==> config.mk <==
export PLATFORM = sky130hd
export DESIGN_NAME = mmcm_drp_reconfig
export DESIGN_NICKNAME = d
export VERILOG_FILES = /design/src/rtl/mmcm_drp_reconfig.sv
export SDC_FILE = /design/constraint.sdc
export NUM_CORES = 1
export LEC_CHECK = 0
export ABC_AREA = 0
export CAP_MARGIN = 30
export CELL_PAD_IN_SITES_DETAIL_PLACEMENT = 1
export CELL_PAD_IN_SITES_GLOBAL_PLACEMENT = 1
export CORE_ASPECT_RATIO = 1.75
export CORE_UTILIZATION = 47
export DETAILED_ROUTE_END_ITERATION = 8
export GPL_ROUTABILITY_DRIVEN = 0
export GPL_TIMING_DRIVEN = 0
export PLACE_DENSITY_LB_ADDON = 0.1
export SYNTH_ARGS = -nofsm -noshare
export SYNTH_HDL_FRONTEND = slang
export SYNTH_SLANG_ARGS = --single-unit
==> constraint.sdc <==
create_clock -name clk -period 5.2 [get_ports clk]
set_clock_uncertainty 0.15 [all_clocks]
set_input_delay 0.52 -clock clk [delete_from_list [all_inputs] [get_ports clk]]
set_output_delay 0.52 -clock clk [all_outputs]
set_load 0.005 [all_outputs]
==> src/rtl/mmcm_drp_reconfig.sv <==
// -----------------------------------------------------------------------------
// mmcm_drp_reconfig
//
// Applies an integer clock configuration (CLKFBOUT multiplier, DIVCLK divisor,
// CLKOUT0 divisor) to an MMCM over its DRP. The MMCM is held in reset, five DRP
// registers are read-modify-written, reset is released and lock is awaited.
//
// Ports
//   clk, rst          DRP clock, asynchronous active-high reset
//   start             single-cycle request, accepted only when idle
//   mult/div/out_div  configuration, latched on an accepted start
//   busy, done, err   status; err: 0 ok, 1 range, 2 drdy timeout, 3 lock timeout
//   drp_*             DRP master (addr, di, do, den, dwe, drdy)
//   mmcm_rst          MMCM reset
//   mmcm_locked       MMCM lock, already synchronous to clk
// -----------------------------------------------------------------------------
module mmcm_drp_reconfig #(
    parameter int DRDY_TIMEOUT = 64,
    parameter int LOCK_TIMEOUT = 100000
) (
    input  logic        clk,
    input  logic        rst,
    input  logic        start,
    input  logic [6:0]  mult,
    input  logic [6:0]  div,
    input  logic [7:0]  out_div,
    output logic        busy,
    output logic        done,
    output logic [1:0]  err,
    output logic [6:0]  drp_addr,
    output logic [15:0] drp_di,
    input  logic [15:0] drp_do,
    output logic        drp_den,
    output logic        drp_dwe,
    input  logic        drp_drdy,
    output logic        mmcm_rst,
    input  logic        mmcm_locked
);

    localparam logic [31:0] DRDY_LAST = 32'(DRDY_TIMEOUT - 1);
    localparam logic [31:0] LOCK_LAST = 32'(LOCK_TIMEOUT - 1);

    typedef enum logic [3:0] {
        S_IDLE, S_CHECK, S_ASSERT_RST, S_RD_REQ, S_RD_WAIT,
        S_WR_REQ, S_WR_WAIT, S_NEXT, S_RELEASE, S_WAIT_LOCK
    } state_t;

    // Divider fields packed as {edge, no_count, high[5:0], low[5:0]}.
    // A divide of 1 bypasses the counter: edge must be 0 there, not d[0].
    // 64 wraps to 0 in the 6-bit fields, which is the MMCM encoding for 64.
    function automatic logic [13:0] div_enc(input logic [7:0] d);
        if (d == 8'd1)
            return {1'b0, 1'b1, 6'd1, 6'd1};
        return {d[0], 1'b0, d[6:1], 6'(d - {1'b0, d[7:1]})};
    endfunction

    function automatic logic [6:0] reg_addr(input logic [2:0] idx);
        case (idx)
            3'd0:    return 7'h08;
            3'd1:    return 7'h09;
            3'd2:    return 7'h14;
            3'd3:    return 7'h15;
            default: return 7'h16;
        endcase
    endfunction

    // Merge new divider fields into the value read back; unrelated bits
    // (phase mux, delay high bits, lock/filter settings) are preserved.
    function automatic logic [15:0] reg_value(input logic [2:0]  idx,
                                              input logic [15:0] cur,
                                              input logic [13:0] e_out,
                                              input logic [13:0] e_mult,
                                              input logic [13:0] e_div);
        case (idx)
            3'd0:    return (cur & 16'hF000) | {4'b0, e_out[11:0]};
            3'd1:    return (cur & 16'hFF00) | {8'b0, e_out[13:12], 6'b0};
            3'd2:    return (cur & 16'hF000) | {4'b0, e_mult[11:0]};
            3'd3:    return (cur & 16'hFF00) | {8'b0, e_mult[13:12], 6'b0};
            default: return (cur & 16'hC000) | {2'b0, e_div};
        endcase
    endfunction

    state_t      state_q, state_d;
    logic [2:0]  idx_q, idx_d;
    logic [31:0] cnt_q, cnt_d;
    logic        done_q, done_d;
    logic [1:0]  err_q, err_d;
    logic [6:0]  addr_q, addr_d;
    logic [15:0] di_q, di_d;
    logic        mrst_q, mrst_d;
    logic        load;

    logic [6:0]  mult_q, div_q;
    logic [7:0]  out_div_q;
    logic        in_range;
    logic [13:0] enc_out, enc_mult, enc_div;

    assign in_range = (mult_q >= 7'd2) && (mult_q <= 7'd64) &&
                      (div_q >= 7'd1) && (div_q <= 7'd106) &&
                      (out_div_q >= 8'd1) && (out_div_q <= 8'd128);

    assign enc_out  = div_enc(out_div_q);
    assign enc_mult = div_enc({1'b0, mult_q});
    assign enc_div  = div_enc({1'b0, div_q});

    always_comb begin
        state_d = state_q;
        idx_d   = idx_q;
        cnt_d   = cnt_q;
        done_d  = 1'b0;
        err_d   = err_q;
        addr_d  = addr_q;
        di_d    = di_q;
        mrst_d  = mrst_q;
        load    = 1'b0;
        case (state_q)
            S_IDLE: begin
                if (start) begin
                    load    = 1'b1;
                    err_d   = 2'd0;
                    mrst_d  = 1'b0;
                    state_d = S_CHECK;
                end
            end
            S_CHECK: begin
                if (!in_range) begin
                    err_d   = 2'd1;
                    done_d  = 1'b1;
                    state_d = S_IDLE;
                end else begin
                    mrst_d  = 1'b1;
                    idx_d   = 3'd0;
                    state_d = S_ASSERT_RST;
                end
            end
            S_ASSERT_RST: begin
                addr_d  = reg_addr(idx_q);
                state_d = S_RD_REQ;
            end
            S_RD_REQ: begin
                cnt_d   = 32'd0;
                state_d = S_RD_WAIT;
            end
            S_RD_WAIT: begin
                if (drp_drdy) begin
                    di_d    = reg_value(idx_q, drp_do, enc_out, enc_mult, enc_div);
                    state_d = S_WR_REQ;
                end else if (cnt_q == DRDY_LAST) begin
                    err_d   = 2'd2;
                    done_d  = 1'b1;
                    state_d = S_IDLE;
                end else begin
                    cnt_d = cnt_q + 32'd1;
                end
            end
            S_WR_REQ: begin
                cnt_d   = 32'd0;
                state_d = S_WR_WAIT;
            end
            S_WR_WAIT: begin
                if (drp_drdy) begin
                    state_d = S_NEXT;
                end else if (cnt_q == DRDY_LAST) begin
                    err_d   = 2'd2;
                    done_d  = 1'b1;
                    state_d = S_IDLE;
                end else begin
                    cnt_d = cnt_q + 32'd1;
                end
            end
            S_NEXT: begin
                if (idx_q == 3'd4) begin
                    mrst_d  = 1'b0;
                    state_d = S_RELEASE;
                end else begin
                    idx_d   = idx_q + 3'd1;
                    addr_d  = reg_addr(idx_q + 3'd1);
                    state_d = S_RD_REQ;
                end
            end
            S_RELEASE: begin
                cnt_d   = 32'd0;
                state_d = S_WAIT_LOCK;
            end
            S_WAIT_LOCK: begin
                // Lock is ignored for the first two wait cycles so that a
                // lock indication left over from before reset is not trusted.
                if (mmcm_locked && (cnt_q >= 32'd2)) begin
                    err_d   = 2'd0;
                    done_d  = 1'b1;
                    state_d = S_IDLE;
                end else if (cnt_q == LOCK_LAST) begin
                    err_d   = 2'd3;
                    done_d  = 1'b1;
                    state_d = S_IDLE;
                end else begin
                    cnt_d = cnt_q + 32'd1;
                end
            end
            default: state_d = S_IDLE;
        endcase
    end

    always_ff @(posedge clk or posedge rst) begin
        if (rst) begin
            state_q <= S_IDLE;
            idx_q   <= 3'd0;
            cnt_q   <= 32'd0;
            done_q  <= 1'b0;
            err_q   <= 2'd0;
            addr_q  <= 7'd0;
            di_q    <= 16'd0;
            mrst_q  <= 1'b0;
        end else begin
            state_q <= state_d;
            idx_q   <= idx_d;
            cnt_q   <= cnt_d;
            done_q  <= done_d;
            err_q   <= err_d;
            addr_q  <= addr_d;
            di_q    <= di_d;
            mrst_q  <= mrst_d;
        end
    end

    // Configuration is only meaningful after a start, so it needs no reset.
    always_ff @(posedge clk) begin
        if (load) begin
            mult_q    <= mult;
            div_q     <= div;
            out_div_q <= out_div;
        end
    end

    assign busy     = (state_q != S_IDLE);
    assign done     = done_q;
    assign err      = err_q;
    assign drp_addr = addr_q;
    assign drp_di   = di_q;
    assign drp_den  = (state_q == S_RD_REQ) || (state_q == S_WR_REQ);
    assign drp_dwe  = (state_q == S_WR_REQ);
    assign mmcm_rst = mrst_q;

endmodule

==> After elaboration in Yosys (flattened, before gate mapping) <==
Index checks and enable logic that the tools add are counted.
{ "totals": {"register_bits": 88, "in_bits": 43, "out_inout_bits": 30, "wordCells": 135} }
{ "op_classes": {"addsub": 5, "magnitude_cmp": 7, "eq_ne": 32, "muxes": 50, "bitwise_logic": 5, "reduce_logical": 25} }
{ "op_table": {"columns": ["op", "n"], "rows": [
  ["32-bit two-way mux", 4],
  ["32-bit case mux with 3 select lines", 1],
  ["14-bit two-way mux", 6],
  ["16-bit case mux with 4 select lines", 1],
  ["4-bit case mux with 10 select lines", 1],
  ["5-bit case mux with 4 select lines", 2],
  ["32-bit by 1-bit adder with 32-bit output, second input constant", 1],
  ["32-bit by 17-bit == test with 1-bit output, second input constant", 1],
  ["32-bit by 6-bit == test with 1-bit output, second input constant", 1],
  ["32-bit by 2-bit >= comparator with 1-bit output, second input constant", 1],
  ["16-bit by 12-bit bitwise OR with 16-bit output", 2],
  ["16-bit by 8-bit bitwise OR with 16-bit output", 2],
  ["4-bit two-way mux", 7],
  ["2-bit inequality test, second input constant", 9],
  ["6-bit subtractor", 3],
  ["4-bit by 3-bit == test with 1-bit output, second input constant", 4],
  ["16-bit by 14-bit bitwise OR with 16-bit output", 1],
  ["7-bit by 1-bit == test with 1-bit output, second input constant", 2],
  ["7-bit less-or-equal comparator, second input constant", 2],
  ["2-bit two-way mux", 7],
  ["7-bit case mux with 2 select lines", 1],
  ["1-bit two-way mux", 13],
  ["3-bit by 2-bit == test with 1-bit output, second input constant", 4],
  ["4-bit by 2-bit == test with 1-bit output, second input constant", 2],
  ["31 further kinds", 46]
]} }

==> Longest topological paths before layout <==
{ "depth": {"ltp_word": 8, "ltp_mapped": 11, "ltp_nobuf": 11} }

==> Worst setup path before layout <==
Ideal clock, no wire load.
{ "synth_path": {"path_type": "reg2reg", "start": "reg out_div_q[2]", "end": "reg idx_q[0]", "setup_time_ns": 0.125, "arrival_ns": 2.191, "required_ns": 4.925, "slack_ns": 2.734, "stages_incl_launch_ff": 10, "path_buffers": 0, "synth_period_minus_slack_ns": 2.466, "cell_sequence": "edfxtp_1 > inv_1 > ha_1 > and3b_1 > nand2_1 > a32o_1 > nor4_4 > nor2_1 > or3_1 > mux2_2"} }
{ "synth_between": {"elab_chain_cells": 5, "word_cells_on_any_way": 6, "cone_classes": "2 x order compare; 1 x eq/ne; 3 x reduce/logical"} }
{ "synth_lines": {"columns": ["element", "line", "source"], "rows": [
  ["start, declared", "94", "logic [7:0] out_div_q;"],
  ["start signal, assigned", "231", "out_div_q <= out_div;"],
  ["8-bit by 1-bit >= comparator with 1-bit output", "100", "(out_div_q >= 8'd1) && (out_div_q <= 8'd128);"],
  ["1-bit logical AND", "99", "(div_q >= 7'd1) && (div_q <= 7'd106) &&"],
  ["1-bit logical AND (*)", "100", null],
  ["2-bit inequality test (no line) (*)", null, null],
  ["3-bit AND reduction (no line) (*)", null, null],
  ["end signal, assigned", "216", "idx_q <= idx_d;"],
  ["end, declared", "84", "logic [2:0] idx_q, idx_d;"]
]} }
Mark *: on every way between the ends. The rest lies on a longest branch, timed or not.
A chain may end at the register's enable or synchronous reset.

==> Final worst setup path <==
{ "layout_path": {"start": "reg idx_q[2]", "end": "reg di_q[6], in the netlist drp_di[6]"} }
{ "layout_between": {"elab_chain_cells": 2, "word_cells_on_any_way": 5, "cone_classes": "3 x eq/ne; 1 x mux; 1 x reduce/logical"} }
{ "layout_lines": {"columns": ["element", "line", "source"], "rows": [
  ["3-bit by 2-bit == test with 1-bit output (tied with other cells)", "74", "case (idx)"],
  ["16-bit case mux with 4 select lines (*)", "74", null],
  ["end signal, assigned", "221", "di_q <= di_d;"],
  ["end, declared", "89", "logic [15:0] di_q, di_d;"]
]} }
Marked as above.

==> results_tabular.tex <==
\begin{tabular}{lr}
\hline
Metric & Value \\
\hline
\multicolumn{2}{l}{\textbf{Drt}} \\
\quad Met1 wire length & 5.91 mm \\
\quad Met3 Routed Length & 433 µm \\
\quad Detailed Route Iter0 Violations & 171 \\
\quad Routed wire length on met2 & 10.3 mm \\
\quad First drt pass iteration count & 4 \\
\quad Vias per Instance & 6.03 \\
\quad Top metal layer carrying routed signals & met4 \\
\quad Detailed-route wire length & between 15 and 20 mm \\
\quad Number of vias after detailed routing & 4993 \\
\quad \# DRC & 0 \\
\quad ANT nets after route & 0 \\
\quad Routed length per placed instance & around 21 µm \\
\multicolumn{2}{l}{\textbf{Synth}} \\
\quad Gate count of the mapped netlist & 610 \\
\quad Fraction of registers with async set or reset after synthesis & 0.741 \\
\quad Cell types occupying the most area after synthesis & sky130\_fd\_sc\_hd\_\_dfrtp\_1 (28\%), sky130\_fd\_sc\_hd\_\_edfxtp\_1 (12\%), sky130\_fd\_sc\_hd\_\_ha\_1 (11\%) \\
\quad Mapped Avg Cell Area & 9.38 µm² \\
\quad Count of different cell masters after synthesis & 65 \\
\quad Area of the mapped netlist & 5720 µm² \\
\quad Main combinational cell family by area after synthesis & simple AND/OR/NAND/NOR gates \\
\quad Synth Area in Adders & 0.122 \\
\quad Compound-cell area share of the yosys netlist & 0.120 \\
\quad Flip-flop and latch count after synthesis & 85 \\
\quad Xor and xnor fraction of the mapped netlist area & 0.0643 \\
\quad Multiplexer area fraction after synthesis & 0.00743 \\
\quad Ys flop type & sky130\_fd\_sc\_hd\_\_dfrtp\_1 \\
\quad Number of synthesis warnings & 0 \\
\quad Number of flops mapped to enable cells by yosys & 22 \\
\quad Simple logic cell fraction of the synthesized area & 0.240 \\
\quad Share of the synthesized area in the top cell type & 0.276 \\
\quad Proportion of synthesized chip area in sequential cells & 0.391 \\
\quad Leading area contributor after synthesis & sky130\_fd\_sc\_hd\_\_dfrtp\_1 \\
\multicolumn{2}{l}{\textbf{Timing}} \\
\quad Worst Max-Slew Pin Slew & 0.858 ns \\
\quad Slew HR & 0.423 \\
\quad Shortest period the worst path allows & roughly 2.9 ns \\
\quad Maximum frequency from static timing analysis & 0.339 GHz \\
\quad Setup TNS & 0 ns \\
\quad Final Hold Vio Count & 0 \\
\quad Post-route clock period utilization & 0.567 \\
\quad Unrepaired setup endpoints after global routing & no \\
\quad Final-report setup violation count & 0 \\
\quad Number of slew-limit violations in the final report & 0 \\
\multicolumn{2}{l}{\textbf{Clocking}} \\
\quad Root buf cell & sky130\_fd\_sc\_hd\_\_clkbuf\_16 \\
\quad CTS H-tree depth & 3 \\
\quad Clock Sinks & 85 \\
\quad CTS tree & done \\
\quad Setup fix buffers added after clock tree synthesis & 0 \\
\quad Number of buffers added to fix hold violations after cts & 0 \\
\quad Clk slew on worst S/H paths & 0.07 ns \\
\quad Num CTS Buffers & 9 \\
\quad Gates resized, CTS repair & 0 \\
\quad Clock insertion delay at the later pin of the skew report & 0.35 ns \\
\quad Maximum buffer depth of the clock tree & 2 \\
\multicolumn{2}{l}{\textbf{Final layout}} \\
\quad Share of cells above drive strength 1 & 0.0810 \\
\quad Most frequent standard cell in the layout excluding fill and tap cells & sky130\_fd\_sc\_hd\_\_dfrtp\_1 \\
\quad Commonest non-fill, non-tap cells in the layout & sky130\_fd\_sc\_hd\_\_dfrtp\_1 (63), sky130\_fd\_sc\_hd\_\_nor2\_1 (62), sky130\_fd\_sc\_hd\_\_clkdlybuf4s50\_1 (62), sky130\_fd\_sc\_hd\_\_ha\_1 (51), sky130\_fd\_sc\_hd\_\_nand2\_1 (50) \\
\quad Final Cell Area & roughly 7000 µm² \\
\quad Fill cells & between 1000 and 1500 \\
\quad Number of standard cells in the final layout excluding fillers & 828 \\
\quad Layout overhead on the synthesized area & 19.6\% \\
\quad Total number of nets in the final design & 783 \\
\quad Number of antenna cells inserted & 0 \\
\multicolumn{2}{l}{\textbf{Power and ir drop}} \\
\quad PnR Total Power & 0.00297 W \\
\quad Leakage power of the design & 2.87 nW \\
\quad Worst IR drop on VDD & $\sim$220 µV \\
\quad Power density over the cells & about 430 nW/µm² \\
\multicolumn{2}{l}{\textbf{Global route}} \\
\quad GRT Residual Overflow & 0 \\
\quad Pin count of the biggest net entering global routing & 37 \\
\quad Antenna violations before repair & 0 \\
\quad Tot GR Track Use & 0.293 \\
\quad Global-route wire length before repair & 27.9 mm \\
\quad Via count of the first global-routing pass & 5452 \\
\multicolumn{2}{l}{\textbf{Setup path}} \\
\quad Critical Path Fanout Max & 10 \\
\quad Critical path launch point type & flop \\
\quad CP Data Required Time & 5.29 ns \\
\quad Startpoint-to-endpoint class of the critical path & flop to flop \\
\quad R2R Setup Slk & 2.25 ns \\
\quad Data arrival at the endpoint of the critical path & 3.04 ns \\
\quad Kind of capture point of the worst setup path & flop \\
\multicolumn{2}{l}{\textbf{Placement}} \\
\quad DP HPWL & 14.0 mm \\
\quad Number of cells after detailed placement & 812 \\
\quad Cell area after placement & $\sim$6600 µm² \\
\quad Count of buffers from port buffering & 62 \\
\multicolumn{2}{l}{\textbf{Floorplanning}} \\
\quad Floorplan die width & around 85 µm \\
\quad I/O pins & between 70 and 80 \\
\quad Starting density of the core & 0.479 \\
\quad Core Area & 11900 µm² \\
\quad Die extent in y & 148 µm \\
\quad Die Area & between 10000 and 15000 µm² \\
\quad FP Rows & 53 \\
\multicolumn{2}{l}{\textbf{Min path}} \\
\quad Worst hold path class & flop to flop \\
\multicolumn{2}{l}{\textbf{Flow run}} \\
\quad MaxCap Viol Count & 0 \\
\multicolumn{2}{l}{\textbf{Outcome}} \\
\quad Result of the run & finished, final reports clean \\
\hline
\end{tabular}
layer usage:
metal | track usage | up-vias
met5 | 0 | -
met4 | 0.188 | 0
met1 | 0.275 | 2499
li1 | - | 2313
met2 | 0.574 | 118
met3 | 0.0391 | 63
synthesized netlist by cell type (7+ instances only):
| library cell | count |
|---|---|
| sky130_fd_sc_hd__clkbuf_1 | 17 |
| sky130_fd_sc_hd__nor2b_1 | 8 |
| sky130_fd_sc_hd__o21ai_0 | 25 |
| sky130_fd_sc_hd__xor2_1 | 7 |
| sky130_fd_sc_hd__a21oi_1 | 22 |
| sky130_fd_sc_hd__nand2_1 | 50 |
| sky130_fd_sc_hd__o31ai_1 | 7 |
| sky130_fd_sc_hd__dfrtp_1 | 63 |
| sky130_fd_sc_hd__inv_1 | 44 |
| sky130_fd_sc_hd__nor3_1 | 27 |
| sky130_fd_sc_hd__nor4_2 | 15 |
| sky130_fd_sc_hd__xnor2_1 | 35 |
| sky130_fd_sc_hd__nand4_1 | 18 |
| sky130_fd_sc_hd__nor2_1 | 62 |
| sky130_fd_sc_hd__ha_1 | 51 |
| sky130_fd_sc_hd__nand3_1 | 22 |
| sky130_fd_sc_hd__edfxtp_1 | 22 |
| sky130_fd_sc_hd__buf_2 | 7 |
| sky130_fd_sc_hd__and3_1 | 9 |
state kept, by name, indices dropped and copies added, names as in the netlist:
| name | count |
|---|---|
| mult_q | 7 |
| out_div_q | 8 |
| drp_addr | 4 |
| drp_di | 16 |
| div_q | 7 |
| cnt_q | 32 |
| err | 2 |
| mmcm_rst | 1 |
| idx_q | 3 |
| state_q | 4 |
| done | 1 |
area by class of cell:
cell class                 count  area (µm²)  area share
buffer                        30         144      0.0210
clock buffer                  10         229      0.0334
clock inverter                 6        63.8     0.00932
inverter                      45         169      0.0247
multi-input combinational    451        3180       0.464
sequential                    85        2240       0.327
tap                          137         171      0.0250
timing repair buffer          64         656      0.0958
worst paths after layout:
path                                        from                       to  depth (start not counted)
min reg2reg                drp_di[0]$_DFFE_PP0P_    drp_di[0]$_DFFE_PP0P_                          2
max reg2reg                 idx_q[2]$_DFFE_PP0P_    drp_di[6]$_DFFE_PP0P_                          8
min in group asynchronous                    rst   drp_di[12]$_DFFE_PP0P_                          2
max in group asynchronous                    rst  drp_addr[2]$_DFFE_PP0P_                          3
min                        drp_di[0]$_DFFE_PP0P_    drp_di[0]$_DFFE_PP0P_                          2
max                         idx_q[2]$_DFFE_PP0P_    drp_di[6]$_DFFE_PP0P_                          8
cell families after synthesis:
family | Yosys count
XOR/XNOR | 42
AO/OA/AOI/OAI | 101
adder cells (fa/ha/maj) | 54
other | 1
buffers and inverters | 75
AND/OR/NAND/NOR | 248
flip-flops | 85
multiplexers | 4
through the flow:
stage	setup WS, ns	hold slack, ns	util
floorplan	2.73	0.320	-
global placement	1.80	0.313	0.546
detailed placement	2.27	0.322	0.549
CTS	2.26	0.337	0.573
global route	1.98	0.350	0.573
finish	2.25	0.331	0.573
power by group:
group	internal [W]	switching [W]	total [W]
logic	0.000567	0.000797	0.00136
clock network	0.000372	0.000281	0.000653
registers	0.000839	0.000113	0.000952
worst max-delay path, stage by stage, from the launching register on:
cell and delay, ns:
sky130_fd_sc_hd__dfrtp_1 0.42, sky130_fd_sc_hd__clkbuf_1 0.45, sky130_fd_sc_hd__inv_1 0.11, sky130_fd_sc_hd__ha_1 0.30
sky130_fd_sc_hd__or3_1 0.51, sky130_fd_sc_hd__nor2b_1 0.19, sky130_fd_sc_hd__clkbuf_1 0.37, sky130_fd_sc_hd__a221oi_1 0.16
sky130_fd_sc_hd__a21o_1 0.17
Note: power is estimated with default switching activity, not from simulation.
